`config.mk`:
```
export PLATFORM = sky130hd
export DESIGN_NAME = uart_tx_port_flat
export DESIGN_NICKNAME = d
export VERILOG_FILES = /design/src/rtl/uart_pkg.sv /design/src/rtl/uart_tx_port_if.sv /design/src/rtl/sync_fifo.sv /design/src/rtl/uart_tx_port.sv /design/src/flat_wrapper.sv
export SDC_FILE = /design/constraint.sdc
export NUM_CORES = 1
export LEC_CHECK = 0
export CAP_MARGIN = 20
export CORE_MARGIN = 4
export CORE_UTILIZATION = 52
export CTS_CLUSTER_SIZE = 28
export DETAILED_ROUTE_END_ITERATION = 8
export MAX_ROUTING_LAYER = met4
export PLACE_DENSITY_LB_ADDON = 0.3
export SETUP_SLACK_MARGIN = 0.4
export SYNTH_ARGS = -nofsm -noshare
export SYNTH_HDL_FRONTEND = slang
export SYNTH_SLANG_ARGS = --single-unit
```
`constraint.sdc`:
```
create_clock -name clock -period 3.05 [get_ports clock]
set_clock_uncertainty 0.1 [all_clocks]
set_input_delay 0.61 -clock clock [delete_from_list [all_inputs] [get_ports clock]]
set_output_delay 0.61 -clock clock [all_outputs]
set_load 0.005 [all_outputs]
```
`src/rtl/uart_pkg.sv`:
```
// uart_pkg: serializer states, register offsets and status bit positions shared by the UART TX block
package uart_pkg;
    typedef enum logic [1:0] {IDLE, START, DATA, STOP} tx_state_t;
    localparam logic [15:0] UART_DATA_OFS = 16'd0;
    localparam logic [15:0] UART_STAT_OFS = 16'd1;
    localparam int STAT_NOT_FULL = 0;
    localparam int STAT_IDLE     = 1;
    localparam int STAT_OVERFLOW = 7;
endpackage

```
`src/rtl/uart_tx_port_if.sv`:
```
// uart_tx_port_if: CPU6 bus bundle (address, write_en, data_in to the peripheral; data_out back to the CPU)
interface uart_tx_port_if;
    logic [15:0] address;
    logic        write_en;
    logic [7:0]  data_in;
    logic [7:0]  data_out;
    modport master (output address, write_en, data_in, input data_out);
    modport slave (input address, write_en, data_in, output data_out);
endinterface

```
`src/rtl/sync_fifo.sv`:
```
// sync_fifo: single-clock FIFO; ports clock, reset, push/push_data, pop/pop_data (head, combinational), full, empty
module sync_fifo #(
    parameter int WIDTH = 8,
    parameter int DEPTH = 8
) (
    input  logic             clock,
    input  logic             reset,
    input  logic             push,
    input  logic [WIDTH-1:0] push_data,
    input  logic             pop,
    output logic [WIDTH-1:0] pop_data,
    output logic             full,
    output logic             empty
);
    localparam int AW = $clog2(DEPTH);
    logic [WIDTH-1:0] mem [DEPTH];
    logic [AW:0] wr_ptr, rd_ptr;
    // Pointers carry one extra wrap bit so full and empty are distinguishable
    assign empty    = wr_ptr == rd_ptr;
    assign full     = wr_ptr[AW-1:0] == rd_ptr[AW-1:0] && wr_ptr[AW] != rd_ptr[AW];
    assign pop_data = mem[rd_ptr[AW-1:0]];
    always_ff @(posedge clock) begin
        if (reset) begin
            wr_ptr <= '0;
            rd_ptr <= '0;
        end else begin
            if (push && !full) begin
                mem[wr_ptr[AW-1:0]] <= push_data;
                wr_ptr <= wr_ptr + 1'b1;
            end
            if (pop && !empty) rd_ptr <= rd_ptr + 1'b1;
        end
    end
endmodule

```
`src/rtl/uart_tx_port.sv`:
```
// uart_tx_port: CPU6-mapped 8N1 UART transmitter with TX FIFO
// Ports: clock, reset (sync, active high); bus (data reg at BASE_ADDR write-only,
// status at BASE_ADDR+1 = {overflow, 5'b0, idle, not_full}, write clears overflow); tx serial out, idle high.
module uart_tx_port
    import uart_pkg::*;
#(
    parameter int          CLKS_PER_BIT = 434,
    parameter int          FIFO_DEPTH   = 8,
    parameter logic [15:0] BASE_ADDR    = 16'hF200
) (
    input  logic          clock,
    input  logic          reset,
    uart_tx_port_if.slave bus,
    output logic          tx
);
    localparam int BW = CLKS_PER_BIT > 2 ? $clog2(CLKS_PER_BIT) : 1;
    localparam logic [BW-1:0] BAUD_LAST = BW'(CLKS_PER_BIT - 1);
    tx_state_t   state;
    logic [BW-1:0] baud;
    logic [2:0]  bit_cnt;
    logic [7:0]  shift, head, status;
    logic        overflow, full, empty, pop, data_wr, stat_rd, stat_wr;
    assign data_wr = bus.write_en && bus.address == BASE_ADDR + UART_DATA_OFS;
    assign stat_rd = bus.address == BASE_ADDR + UART_STAT_OFS;
    assign stat_wr = bus.write_en && stat_rd;
    assign pop     = state == IDLE && !empty;
    always_comb begin
        status = '0;
        status[STAT_NOT_FULL] = !full;
        status[STAT_IDLE]     = state == IDLE && empty;
        status[STAT_OVERFLOW] = overflow;
    end
    assign bus.data_out = stat_rd ? status : 8'h00;
    sync_fifo #(.WIDTH(8), .DEPTH(FIFO_DEPTH)) u_fifo (
        .clock    (clock),
        .reset    (reset),
        .push     (data_wr),
        .push_data(bus.data_in),
        .pop      (pop),
        .pop_data (head),
        .full     (full),
        .empty    (empty)
    );
    // Overflow set beats a same-cycle clear; full is the pre-edge value so a concurrent pop does not save the byte
    always_ff @(posedge clock) begin
        if (reset) overflow <= 1'b0;
        else if (data_wr && full) overflow <= 1'b1;
        else if (stat_wr) overflow <= 1'b0;
    end
    always_ff @(posedge clock) begin
        if (reset) begin
            state   <= IDLE;
            tx      <= 1'b1;
            baud    <= '0;
            bit_cnt <= '0;
            shift   <= 8'hFF;
        end else begin
            case (state)
                IDLE: begin
                    tx <= !pop;
                    if (pop) begin
                        shift   <= head;
                        bit_cnt <= '0;
                        baud    <= '0;
                        state   <= START;
                    end
                end
                START: begin
                    baud <= baud == BAUD_LAST ? '0 : baud + 1'b1;
                    if (baud == BAUD_LAST) begin
                        state <= DATA;
                        tx    <= shift[0];
                    end
                end
                DATA: begin
                    baud <= baud == BAUD_LAST ? '0 : baud + 1'b1;
                    // shift[1] is the next bit once this shift lands
                    if (baud == BAUD_LAST) begin
                        shift   <= {1'b1, shift[7:1]};
                        bit_cnt <= bit_cnt + 1'b1;
                        state   <= bit_cnt == 3'd7 ? STOP : DATA;
                        tx      <= bit_cnt == 3'd7 ? 1'b1 : shift[1];
                    end
                end
                default: begin
                    baud <= baud == BAUD_LAST ? '0 : baud + 1'b1;
                    if (baud == BAUD_LAST) state <= IDLE;
                end
            endcase
        end
    end
endmodule

```
`src/flat_wrapper.sv`:
```
// flat-port wrapper written by rule: the top's interface ports become plain ports
module uart_tx_port_flat import uart_pkg::*;
#(
    parameter int          CLKS_PER_BIT = 434,
    parameter int          FIFO_DEPTH   = 8,
    parameter logic [15:0] BASE_ADDR    = 16'hF200
)
  (clock, reset, tx, bus_address, bus_write_en, bus_data_in, bus_data_out);
  uart_tx_port_if bus_i ();
  input  logic clock;
  input  logic reset;
  output logic tx;
  input wire logic [$bits(bus_i.address)-1:0] bus_address;
  input wire logic [$bits(bus_i.write_en)-1:0] bus_write_en;
  input wire logic [$bits(bus_i.data_in)-1:0] bus_data_in;
  output wire logic [$bits(bus_i.data_out)-1:0] bus_data_out;
  assign bus_i.address = bus_address;
  assign bus_i.write_en = bus_write_en;
  assign bus_i.data_in = bus_data_in;
  assign bus_data_out = bus_i.data_out;
  uart_tx_port #(.CLKS_PER_BIT(CLKS_PER_BIT), .FIFO_DEPTH(FIFO_DEPTH), .BASE_ADDR(BASE_ADDR)) u_core (.clock(clock), .reset(reset), .bus(bus_i), .tx(tx));
endmodule
```
==> impl_metrics.csv, run 1 <==
group,metric,value,unit
yosys,yosysWarnings,0,
power,p_sw,0.992,mW
power,internal_power,2.25,mW
power,power_frac_comb,0.237,
grt,antenna_found_initial,0,
timing,fmax,367,MHz
timing,setup-violations-final,0,
hold_path,min_path_type,"register to register",
place,hpwl,6210,µm
yosys,synth_edf_count,64,
grt,track_usage,0.190,
outcome,status,"finished clean",
floorplanning,start_util,0.532,
floorplanning,pin_count,36,
hold_path,hold_path_depth,1,
layout,area_delta_synth_final,15.3,%
layout,n_antenna_cell,0,
drt,wl,8720,µm
drt,firstDrtPassIters,4,
yosys,synth_cells,331,
setup_path,worstPathCellList,"buf_6, or4_4, or4_4, nor2_2, buf_2",
job,cap_viol_max_count,0,
timing,slew_headroom,0.485,
grt,grt_overflow,0,
yosys,ys.flop_type,"edfxtp_1",
yosys,synthDistinctLibCells,59,
power,ir_worst_vdd,404,µV
power,power.density,613,nW/µm²
layout,layout-drive-gt1-share,0.290,
setup_path,cp-start-kind,"input port",
timing,rsz0062_at_grt,"yes",
layout,nNetsFinal,416,
setup_path,slowest_delay,0.58,ns
layout,final_cell_mix,"edfxtp_1, dfxtp_1, buf_4",
setup_path,cp_max_fo,3,
setup_path,cp-end-kind,"output port",
drt,dr_wl_met3,319,µm
setup_path,cp_data_required_time,2.34,ns
grt,grt_pass1_wl,14500,µm
yosys,ys_ff_latch,99,
floorplanning,placementRows,34,
floorplanning,core,8640,µm²
layout,fill_cells,651,
setup_path,path_class,"input port to output port",
timing,post-route-min-period,2.72,ns
grt,grt_pass1_vias,2828,
floorplanning,die_area,10400,µm²
power,leakage,1.77,nW
clocking,cts_sinks,99,
grt,grt_start_max_net_pins,20,
setup_path,crit_path_frequent_cell,"or4_4",
drt,dr_wl_met2,4520,µm
timing,finalCritPeriodShare,0.893,
power,power_frac_clock,0.268,
timing,finalHoldViolCount,0,
yosys,seq_area_frac_synth,0.571,
clocking,path_clk_slew,0.10,ns
setup_path,r2r_slack,0.84,ns
yosys,syn_area,4590,µm²
clocking,cts_tree,"built",
place,gp_congestion,0.840,
timing,finalSetupTns,0,ns
layout,multiInputGateArea,1820,µm²
clocking,h-tree-depth,3,
drt,wl_met1,3760,µm
layout,final_common_cell,"edfxtp_1",
timing,worst_pin_slew,0.772,ns
floorplanning,die_w,102,µm
drt,wl_per_cell,17.8,µm
timing,slew_violations,0,
clocking,clk_path_buf_depth,2,
setup_path,reg2reg_depth,6,
clocking,post_cts_buffers,0,
clocking,clock_latency,0.37,ns
drt,top_layer_used,"met4",
drt,vias_per_cell,5.77,
drt,drtIter0Drc,164,
layout,regArea,2620,µm²
drt,drtAntennaViolNets,0,
yosys,async_flop_share,0,
clocking,root_buffer,"clkbuf_8",
drt,drcViolationCount,0,
place,portBuffers,30,
setup_path,slowest_stage,"or4_4",
floorplanning,die_h,102,µm
power,power,3.24,mW
power,p_sw_frac,0.306,
setup_path,cp.arrival,2.01,ns
yosys,avgSynthCellArea,13.9,µm²
drt,vias,2832,
power,power_frac_seq,0.496,
clocking,cts_buffers,9,
-- area by class of cell --
type                    instances  area share
repair buffers                 59      0.0891
multi-input cells             199       0.344
flip-flops and latches         99       0.496
inverters                      11     0.00780
clock inverters                 6      0.0149
well taps                     108      0.0255
clock buffers                   9      0.0234
-- power by group through the flow --
stage	Combinational [mW]	Sequential (mW)	Clock (mW)
after floorplan	0.644	1.59	0
after global placement	0.757	1.64	0
after detailed placement	0.775	1.64	0
after CTS	0.774	1.61	0.895
after global routing	0.859	1.62	0.953
final	0.767	1.61	0.868
-- worst max-delay path, delay by kind of cell --
| family | cells | cell delay (ns) |
|---|---|---|
| AND/OR/NAND/NOR | 3 | 1.20 |
| buffers and inverters | 2 | 0.20 |
-- metrics by stage --
stage                     hold slack [ns]  instance area [µm²]  setup WS, ns  utilization  std cells
after detailed placement            0.357                 5120        -0.426        0.593        476
after global placement              0.344                 5120        -0.395        0.593        476
after floorplan                     0.324                 4630         0.304            -        335
final                               0.363                 5290         0.326        0.613        491
after CTS                           0.371                 5280         0.330        0.612        491
after global routing                0.390                 5290         0.289        0.613        491
-- synth_stat cells, drive strengths merged (7+ instances only) --
master / count / area [µm²]
a221o: 7 / 70.1
o21ai: 10 / 50.1
mux2i: 11 / 110
buf: 18 / 133
o31ai: 7 / 52.6
nor2: 18 / 67.6
nor4: 7 / 73.8
a21oi: 15 / 82.6
edfxtp: 64 / 1920
dfxtp: 35 / 701
ha: 10 / 125
clkbuf: 8 / 30.0
mux4: 16 / 360
nand4: 7 / 50.1
inv: 11 / 41.3
nand2: 14 / 60.1
nand3: 11 / 55.1
-- flip-flops by register name (all words and copies together) (netlist names), named ones only --
register and count:
u_core.baud 9, u_core.bit_cnt 3, u_core.overflow 1, u_core.shift 8, u_core.state 2, u_core.tx 1, u_core.u_fifo.mem 64, u_core.u_fifo.rd_ptr 4
u_core.u_fifo.wr_ptr 4
-- cell families after synthesis --
group	synth area share
flops	0.571
simple gates	0.113
compound gates	0.117
buf+inv	0.0444
mux	0.102
fa+ha+maj	0.0273
xor+xnor	0.0237
other cells	0.000817
-- timing repair --
item	4_1_cts	5_1_grt
pin swaps	7	5
gates resized for setup	46	7
hold buffers	0	0
setup endpoints to repair	64	3
-- routing by layer --
layer  vias up  global-route usage
li1       1375                   -
met1      1400               0.239
met2        43               0.308
met3        14              0.0451
met4         0              0.0565
met5         -                   -
-- final timing paths --
kind,from,endpoint
setup / recovery,bus_address[5],bus_data_out[7]
setup reg to reg,u_core.state[0]$_SDFFE_PP0P_,u_core.shift[3]$_SDFFE_PP1P_
hold / removal,u_core.baud[8]$_SDFFE_PP0P_,u_core.baud[8]$_SDFFE_PP0P_
hold reg to reg,u_core.baud[8]$_SDFFE_PP0P_,u_core.baud[8]$_SDFFE_PP0P_
Note: power is estimated with default switching activity, not from simulation.
==> inputs of run 2 (changes only) <==
CORE_UTILIZATION = 58   (was 52)
clock period = 2.6 ns   (was 3.05 ns; I/O delays follow)
==> run 2 against run 1 <==
- routed wire length increased by 6.1%
- via count increased by 3.7%
- sequential share of layout area decreased by 2.0 points
- die area decreased by 9.6%
- combinational power increased by 27%
- setup slack got worse by 0.27 ns
- design area increased by 4.1%
- total power increased by 18%
- critical path type unchanged
- largest cell class unchanged
- highest routed layer unchanged
==> impl_metrics.csv, run 2 (synthesis results as in run 1) <==
group,metric,value,unit
outcome,status,"finished clean",
layout,n_antenna_cell,0,
power,internal_power,2.59,mW
grt,grt_overflow,0,
setup_path,crit_path_frequent_cell,"or4_4",
grt,grt_pass1_vias,2902,
timing,worst_pin_slew,0.524,ns
layout,fin_cells,489,
drt,wl,9260,µm
grt,antenna_found_initial,0,
timing,slew_headroom,0.649,
clocking,root_buffer,"clkbuf_8",
power,p_sw,1.23,mW
grt,grt_start_max_net_pins,26,
hold_path,hp-start,"u_core.baud[8]$_SDFFE_PP0P_",
layout,fin_util,0.713,
job,cap_viol_max_count,0,
drt,vias,2936,
hold_path,min_path_type,"register to register",
power,power_frac_comb,0.254,
clocking,cts_sinks,99,
drt,drtIter0Drc,152,
timing,post-route-min-period,2.54,ns
layout,largest_reg_flops,64,
timing,rsz0062_at_grt,"yes",
clocking,path_clk_slew,0.10,ns
drt,drtAntennaViolNets,0,
layout,nNetsFinal,419,
layout,final_cell_mix,"edfxtp_1, dfxtp_1, buf_4",
hold_path,whs_endpoint,"u_core.baud[8]$_SDFFE_PP0P_",
timing,finalCritPeriodShare,0.977,
hold_path,hold_path_depth,1,
setup_path,r2r-start,"u_core.u_fifo.wr_ptr[2]$_SDFFE_PP0P_",
place,portBuffers,30,
timing,setup-violations-final,0,
setup_path,cp-start-kind,"input port",
setup_path,r2r_slack,0.43,ns
setup_path,worstPathCellList,"buf_6, or4_4, or4_4, nor2_2, buf_2",
layout,multiInputGateArea,1890,µm²
setup_path,cp_data_required_time,1.98,ns
layout,regArea,2620,µm²
power,power_frac_clock,0.260,
place,place_inst,470,
layout,layout-drive-gt1-share,0.302,
layout,fill_cells,507,
drt,wl_per_cell,18.9,µm
floorplanning,die_area,9400,µm²
clocking,clk_path_buf_depth,2,
setup_path,slowest_stage,"or4_4",
power,power,3.82,mW
clocking,cts_buffers,9,
drt,vias_per_cell,6.00,
setup_path,cp.arrival,1.92,ns
drt,drcViolationCount,0,
place,hpwl,6570,µm
floorplanning,pin_count,36,
floorplanning,die_w,97.0,µm
power,power.density,694,nW/µm²
floorplanning,placementRows,32,
power,leakage,1.84,nW
clocking,h-tree-depth,3,
grt,grt_pass1_wl,15100,µm
power,power_frac_seq,0.486,
clocking,clock_latency,0.37,ns
power,p_sw_frac,0.322,
floorplanning,start_util,0.594,
setup_path,path_class,"input port to output port",
setup_path,r2r-end,"u_core.u_fifo.mem[0][0]$_DFFE_PP_",
timing,finalHoldViolCount,0,
power,ir_worst_vdd,510,µV
floorplanning,die_h,97.0,µm
setup_path,cp_max_fo,3,
clocking,cts_tree,"built",
floorplanning,core,7730,µm²
grt,track_usage,0.209,
setup_path,reg2reg_depth,6,
layout,area_delta_synth_final,20.0,%
setup_path,cp-end-kind,"output port",
drt,firstDrtPassIters,4,
setup_path,slowest_delay,0.56,ns
timing,fmax,394,MHz
place,gp_congestion,0.774,
timing,slew_violations,0,
layout,final_common_cell,"edfxtp_1",
-- run 2: changes by cell type in the layout (fill, tap and decap cells not counted), sizes merged --
cell / delta
buf: +2
bufinv: -1
clkbuf: +2
clkdlybuf4s15: -1
clkinv: +2
-- run 2: worst max path at each step --
| stage | from | end | slack (ns) |
|---|---|---|---|
| after floorplan | bus_address[4] | u_core.u_fifo.mem[0][0]$_DFFE_PP_ | 0.03 |
| after detailed placement | bus_address[4] | bus_data_out[7] | -0.69 |
| after CTS | bus_address[10] | bus_data_out[7] | 0.06 |
| after global placement | bus_address[4] | bus_data_out[0] | -0.65 |
| after global routing | bus_address[5] | bus_data_out[0] | 0.02 |
| final | bus_address[5] | bus_data_out[0] | 0.06 |
-- run 2: through the flow --
| stage | setup WS (ns) | hold slack (ns) | area [µm²] | TNS [ns] |
|---|---|---|---|---|
| finish | 0.0609 | 0.368 | 5510 | 0 |
| global placement | -0.655 | 0.336 | 5260 | -32.95 |
| global route | 0.0186 | 0.382 | 5510 | 0 |
| detailed placement | -0.690 | 0.354 | 5260 | -35.04 |
| CTS | 0.0622 | 0.372 | 5470 | 0 |
| floorplan | 0.0283 | 0.324 | 4680 | 0 |
-- run 2: metal layers --
layer  track usage  routed length (µm)  vias up
li1              -                   -     1385
met1         0.278                4050     1480
met2         0.342                4780       59
met3        0.0353                 340       12
met4        0.0432                  85        0
met5             -                   0        -
-- run 2: what timing repair did --
item                                    4_1_cts  5_1_grt
gates resized for setup                      54        9
pin swaps                                    11        7
setup buffers                                 0        3
hold buffers                                  0        0
endpoints found under the setup margin       72       74
-- run 2: area by class of cell --
| class | count | share of cell area |
|---|---|---|
| clock buffers | 9 | 0.0225 |
| well taps | 102 | 0.0232 |
| clock inverters | 7 | 0.0152 |
| repair buffers | 62 | 0.113 |
| inverters | 11 | 0.00749 |
| multi-input cells | 199 | 0.343 |
| flip-flops and latches | 99 | 0.476 |
-- run 2: power groups by stage --
| stage | Combinational (mW) | Sequential [mW] | Clock [mW] |
|---|---|---|---|
| 6_report | 0.971 | 1.86 | 0.995 |
| 5_1_grt | 1.08 | 1.87 | 1.09 |
| 4_1_cts | 0.968 | 1.86 | 1.01 |
| 3_5_place_dp | 0.969 | 1.89 | 0 |
| 3_3_place_gp | 0.940 | 1.89 | 0 |
| 2_1_floorplan | 0.757 | 1.86 | 0 |
-- run 2: critical path, delay by kind of cell --
kind / cells / cell delay [ns]
AND/OR/NAND/NOR: 3 / 1.19
buffers and inverters: 2 / 0.20
